[config.mk]
export PLATFORM = sky130hd
export DESIGN_NAME = pc_fetch
export DESIGN_NICKNAME = d
export VERILOG_FILES = /design/src/rtl/pc_fetch.sv
export SDC_FILE = /design/constraint.sdc
export NUM_CORES = 1
export LEC_CHECK = 0
export CAP_MARGIN = 20
export CORE_UTILIZATION = 55
export DETAILED_ROUTE_END_ITERATION = 8
export DONT_BUFFER_PORTS = 1
export PLACE_DENSITY_LB_ADDON = 0.1
export RECOVER_POWER = 100
export SETUP_SLACK_MARGIN = 0.2
export SLEW_MARGIN = 0
export SYNTH_ARGS = -nofsm -noshare
export SYNTH_HDL_FRONTEND = slang
export SYNTH_SLANG_ARGS = --single-unit
[constraint.sdc]
create_clock -name clk -period 5.5 [get_ports clk]
set_input_delay 0.55 -clock clk [delete_from_list [all_inputs] [get_ports clk]]
set_output_delay 0.55 -clock clk [all_outputs]
set_load 0.01 [all_outputs]
[src/rtl/pc_fetch.sv]
// pc_fetch: instruction-fetch stage.
// Owns the PC, issues one outstanding request at a time to instruction memory over a req/ack
// handshake, queues returned words with their PCs in a small FIFO and presents the head to IF/ID.
// Optional performance counters are built when FETCH_PERF_EN is defined; otherwise the counter
// ports are tied to zero.
//
// state  | meaning
// -------+-------------------------------------------------------------
// S_IDLE | no request outstanding (buffer full, or just out of reset)
// S_REQ  | request for fetch_pc outstanding, response will be queued
// S_DROP | request outstanding for a pre-redirect address, response discarded
module pc_fetch #(
  parameter logic [31:0] RESET_PC  = 32'h0000_0000,
  parameter int          BUF_DEPTH = 2
) (
  input  logic        clk,
  input  logic        rst,
  input  logic        stall,
  input  logic        branch_flag_i,
  input  logic [31:0] branch_target_addr_i,
  output logic        imem_req_o,
  output logic [31:0] imem_addr_o,
  input  logic        imem_ack_i,
  input  logic [31:0] imem_rdata_i,
  output logic [31:0] if_pc,
  output logic [31:0] if_inst,
  output logic        if_valid,
  output logic [31:0] perf_fetch_cnt,
  output logic [31:0] perf_bubble_cnt
);

  localparam int PTR_W = $clog2(BUF_DEPTH);
  localparam int CNT_W = PTR_W + 1;
  localparam logic [CNT_W-1:0] DEPTH_C = CNT_W'(BUF_DEPTH);

  typedef enum logic [1:0] {S_IDLE, S_REQ, S_DROP} state_t;

  state_t             r_state;
  state_t             w_state_nxt;
  logic [31:0]        r_fetch_pc;
  logic [31:0]        w_fetch_pc_nxt;
  logic [31:0]        r_hold_addr;
  logic [31:0]        w_hold_addr_nxt;
  logic [CNT_W-1:0]   r_count;
  logic [CNT_W-1:0]   w_count_after;
  logic [PTR_W-1:0]   r_rd_ptr;
  logic [PTR_W-1:0]   r_wr_ptr;
  logic [31:0]        r_buf_pc   [BUF_DEPTH];
  logic [31:0]        r_buf_inst [BUF_DEPTH];
  logic               w_valid;
  logic               w_push;
  logic               w_pop;
  logic [31:0]        w_target;
  logic               w_unused_tgt_lsb;

  // Only word-aligned targets are fetched; the low bits are dropped.
  assign w_target         = {branch_target_addr_i[31:2], 2'b00};
  assign w_unused_tgt_lsb = ^branch_target_addr_i[1:0];

  assign w_valid = (r_count != '0);
  // A redirect flushes the buffer, so it suppresses both the push and the pop of that cycle.
  assign w_push  = (r_state == S_REQ) && imem_ack_i && !branch_flag_i;
  assign w_pop   = w_valid && !stall && !branch_flag_i;
  assign w_count_after = r_count + CNT_W'(w_push) - CNT_W'(w_pop);

  assign imem_req_o  = (r_state != S_IDLE);
  // In DROP fetch_pc already holds the redirect target; the bus keeps the old address until ack.
  assign imem_addr_o = (r_state == S_DROP) ? r_hold_addr : r_fetch_pc;

  assign if_valid = w_valid;
  assign if_pc    = w_valid ? r_buf_pc[r_rd_ptr]   : 32'h0;
  assign if_inst  = w_valid ? r_buf_inst[r_rd_ptr] : 32'h0;

  // Next-state, next fetch PC and held bus address.
  always_comb begin
    w_state_nxt     = r_state;
    w_fetch_pc_nxt  = r_fetch_pc;
    w_hold_addr_nxt = r_hold_addr;
    case (r_state)
      S_IDLE: begin
        if (branch_flag_i) begin
          w_fetch_pc_nxt = w_target;
          w_state_nxt    = S_REQ;
        end else if (r_count < DEPTH_C) begin
          w_state_nxt = S_REQ;
        end
      end
      S_REQ: begin
        if (branch_flag_i) begin
          w_fetch_pc_nxt = w_target;
          if (!imem_ack_i) begin
            w_state_nxt     = S_DROP;
            w_hold_addr_nxt = r_fetch_pc;
          end
        end else if (imem_ack_i) begin
          w_fetch_pc_nxt = r_fetch_pc + 32'd4;
          if (w_count_after >= DEPTH_C) w_state_nxt = S_IDLE;
        end
      end
      S_DROP: begin
        if (branch_flag_i) w_fetch_pc_nxt = w_target;
        if (imem_ack_i)    w_state_nxt    = S_REQ;
      end
      default: w_state_nxt = S_IDLE;
    endcase
  end

  // Control state, PC and FIFO bookkeeping.
  always_ff @(posedge clk) begin
    if (rst) begin
      r_state     <= S_IDLE;
      r_fetch_pc  <= RESET_PC;
      r_hold_addr <= RESET_PC;
      r_count     <= '0;
      r_rd_ptr    <= '0;
      r_wr_ptr    <= '0;
    end else begin
      r_state     <= w_state_nxt;
      r_fetch_pc  <= w_fetch_pc_nxt;
      r_hold_addr <= w_hold_addr_nxt;
      if (branch_flag_i) begin
        r_count  <= '0;
        r_rd_ptr <= '0;
        r_wr_ptr <= '0;
      end else begin
        r_count <= w_count_after;
        if (w_push) r_wr_ptr <= r_wr_ptr + PTR_W'(1);
        if (w_pop)  r_rd_ptr <= r_rd_ptr + PTR_W'(1);
      end
    end
  end

  // FIFO storage; contents are qualified by r_count so they need no reset.
  always_ff @(posedge clk) begin
    if (!rst && w_push) begin
      r_buf_pc[r_wr_ptr]   <= r_fetch_pc;
      r_buf_inst[r_wr_ptr] <= imem_rdata_i;
    end
  end

`ifdef FETCH_PERF_EN
  logic [31:0] r_perf_fetch;
  logic [31:0] r_perf_bubble;

  // Accepted-fetch and downstream-bubble counters, free-running and wrapping.
  always_ff @(posedge clk) begin
    if (rst) begin
      r_perf_fetch  <= 32'h0;
      r_perf_bubble <= 32'h0;
    end else begin
      if (w_push)              r_perf_fetch  <= r_perf_fetch + 32'd1;
      if (!stall && !w_valid)  r_perf_bubble <= r_perf_bubble + 32'd1;
    end
  end

  assign perf_fetch_cnt  = r_perf_fetch;
  assign perf_bubble_cnt = r_perf_bubble;
`else
  assign perf_fetch_cnt  = 32'h0;
  assign perf_bubble_cnt = 32'h0;
`endif

endmodule

==> flow_summary.yaml <==
finish:
  diodes: 0
  layout-area-overhead-vs-synth_pct: 4.98
  fill_cells: 1358
  drive_gt1_share_pct: 6.12
  regArea_um2: 5070
  layout.nets: 843
  finalInstanceArea_um2: 9290
  multi_input_area_um2: 3260
status:
  run_status: "finished with violations"
  violations: "capacitance limit, slew limit"
global_routing:
  grt_max_degree: 71
  grt_overflow: 0
  grt_pass1_vias: 5261
  grt_antenna_before_repair: 0
  track_usage_pct: 22.1
  grt_pass1_wl_um: 27900
drt:
  drt-initial-drc-count: 496
  ant_nets: 0
  routedWlPerCell_um: 18.5
  firstDrtPassIters: 5
  finalWirelength_um: 18500
  avgViaCountPerCell: 5.68
  vias: 5678
  drcViolationCount: 0
setup_path:
  crit_fanout: 48
  setup.worst_path.start: "r_state[0]$_SDFFE_PP0P_"
  cp_slowest_cell: "nor2_1"
  cp_num_cells: 6
  crit_type: "reg -> reg"
  startpoint_type: "flop"
  endpoint: "r_buf_pc[0][5]$_DFFE_PP_"
  cp-end-kind: "flop"
  max_stage_delay_ns: 1.02
  r2r-end: "r_buf_pc[0][5]$_DFFE_PP_"
  crit_family: "simple AND/OR/NAND/NOR gates"
  rrSetupSlack_ns: 1.90
  arrival_ns: 3.65
  cp.buffers_inverters: 2
  cp_cell_sequence: "nand2b_1, buf_4, nor2_1, nand2_1, nor2_1, buf_4"
  reg2reg_depth: 6
  regToRegStartpoint: "r_state[0]$_SDFFE_PP0P_"
  critPathRequiredTime_ns: 5.55
timing:
  max_freq_mhz: 278
  relSlewSlack_pct: -13.9
  rsz0062_at_grt: "false"
  setup_viol: 0
  fin_crit_sh_pct: 65.5
  whs_ns: 0.189
  fin_skew_ns: 0.00712
  hold_violations: 0
  setup_tns_ns: 0
  finalCriticalPeriod_ns: 3.60
  slew_violations: 33
  worstMarginPinSlew_ns: 1.71
clock_network:
  clockBufferDepth: 2
  clock_sinks: 191
  cts_resized: 0
  post_cts_buffers: 0
  path_clk_slew_ns: 0.07
  htreeDepth: 4
  root_buffer: "clkbuf_16"
  cts_tree: "built"
  hold_buffers: 0
  cts_made_buffers: 17
  clock_latency_ns: 0.42
yosys:
  synth-edff-count: 124
  synthesis.area_um2: 8850
  syn_area_per_cell_um2: 11.1
  ys_seq_area_share_pct: 57.2
  yosys.cell_types.count: 59
  syn-instance-count: 799
  ys.flop_type: "edfxtp_1"
  synth_seq_cells: 191
  yosys_warnings: 0
  async_flop_share_pct: 0
placement:
  gp_congestion: 0.838
  dp_hpwl_um: 12200
  place_area_um2: 8730
  port_buffers: 0
die:
  pin_count: 231
  initial_utilization_pct: 56.1
  dieWidth_um: 129
  core_area_um2: 15800
  dieHeight_um: 129
  die_area_um2: 16600
  row_count: 46
pwr:
  irDropWorstVdd_uv: 232
  power.leakage_nw: 3.06
  power_density_nw_per_um2: 324
hold_path:
  min_path_type: "in -> reg"
run:
  maxCapViolCount: 1
power by group:
| part | switching [mW] | total [mW] | internal, mW | leakage, nW |
|---|---|---|---|---|
| Clock | 0.519 | 1.23 | 0.714 | 0.278 |
| Sequential | 0.0550 | 1.62 | 1.56 | 1.67 |
| Combinational | 0.110 | 0.162 | 0.0520 | 1.11 |
| Total | 0.684 | 3.01 | 2.33 | 3.06 |
sequential cells by signal (all words and copies together) (netlist names), named ones only:
name / cells
r_state: 2
r_count: 2
r_buf_pc: 60
r_wr_ptr: 1
r_hold_addr: 30
r_buf_inst: 64
r_fetch_pc: 30
r_rd_ptr: 1
cell usage in the layout (no fill, tap or decap), types with 5 or more instances in the layout:
master       n
dfxtp_1     66
or3_1        5
clkbuf_16   17
nor3_1      13
a32oi_1     11
nand4_1      7
edfxtp_1   124
nand2_1     87
a211oi_1     5
a21oi_1     51
nand3_1     16
o211ai_1     8
mux2i_1     66
inv_1        9
conb_1      68
mux2_1      29
or4_1        8
nor2_1      87
o21ai_0     16
how the worst min path moves through the flow:
stage,start,to,cells after the start
final,rst,r_hold_addr[17]$_SDFFE_PP0P_,1
after floorplan,r_fetch_pc[10]$_SDFFE_PP0P_,r_buf_pc[0][10]$_DFFE_PP_,0
after global placement,r_hold_addr[11]$_SDFFE_PP0P_,r_hold_addr[11]$_SDFFE_PP0P_,2
after global routing,rst,r_state[1]$_SDFFE_PP0P_,1
after CTS,rst,r_hold_addr[17]$_SDFFE_PP0P_,1
after detailed placement,r_hold_addr[9]$_SDFFE_PP0P_,r_hold_addr[9]$_SDFFE_PP0P_,2
final cells by class:
cell class                      instances  share of cell area [%]
Tap cell                              216                    2.91
Multi-Input combinational cell        544                    35.1
Clock inverter                         14                    1.80
Timing Repair Buffer                    8                   0.606
Inverter                                9                   0.364
Sequential cell                       191                    54.6
Clock buffer                           18                    4.62
metal layers:
layer	wire (um)	global-route usage, %	vias to the layer above
li1	-	-	2691
met1	7900	28.5	2723
met2	8600	34.6	244
met3	1700	7.36	20
met4	272	8.17	0
met5	0	0	-
cells in the mapped netlist, drive strengths merged, types with 3 or more instances:
cell type | number | area (um2)
xnor2 | 4 | 35.0
nand3 | 17 | 97.6
ha | 3 | 37.5
and4 | 5 | 47.6
edfxtp | 124 | 3720
and2 | 5 | 31.3
mux2 | 30 | 338
clkbuf | 30 | 113
dfxtp | 67 | 1340
inv | 9 | 33.8
o211ai | 8 | 60.1
a2111oi | 3 | 26.3
nand2 | 87 | 327
or3 | 5 | 31.3
nand2b | 3 | 18.8
nand4 | 7 | 43.8
buf | 92 | 628
nor3 | 14 | 86.3
nor2 | 88 | 333
nor2b | 4 | 25.0
a32oi | 11 | 96.3
a211oi | 5 | 37.5
and3 | 4 | 32.5
mux2i | 66 | 661
o22ai | 4 | 25.0
a31oi | 4 | 25.0
or4 | 8 | 60.1
o21ai | 16 | 80.1
a21oi | 51 | 255
stage by stage:
stage,power [mW],worst slack (ns),utilization (%),std cells
floorplan,1.81,1.27,-,866
global placement,1.80,2.62,55.3,967
detailed placement,1.81,2.51,55.4,968
CTS,3.03,2.59,59.2,1000
global route,3.11,1.58,58.9,1000
finish,3.01,1.90,58.9,1000
kinds of logic (layout without fill, tap and decap cells):
family	count (synthesis)	after routing	share of synthesized area (%)
muxes	96	96	11.3
buffers and inverters	131	49	8.75
AOI/OAI and AO/OA	119	119	8.48
adders and majority gates	3	3	0.424
and+or+nand+nor	254	254	13.4
xor gates and xnor gates	4	4	0.396
other	1	68	0.0424
DFF	191	191	57.2
worst reg2reg max path, stage by stage, from the launching register on:
cell and delay (ns):
dfxtp_1 0.49, nand2b_1 0.09, buf_4 0.24, nor2_1 0.41
nand2_1 0.24, nor2_1 1.02, buf_4 0.69
(Power assumes the default switching activity.)
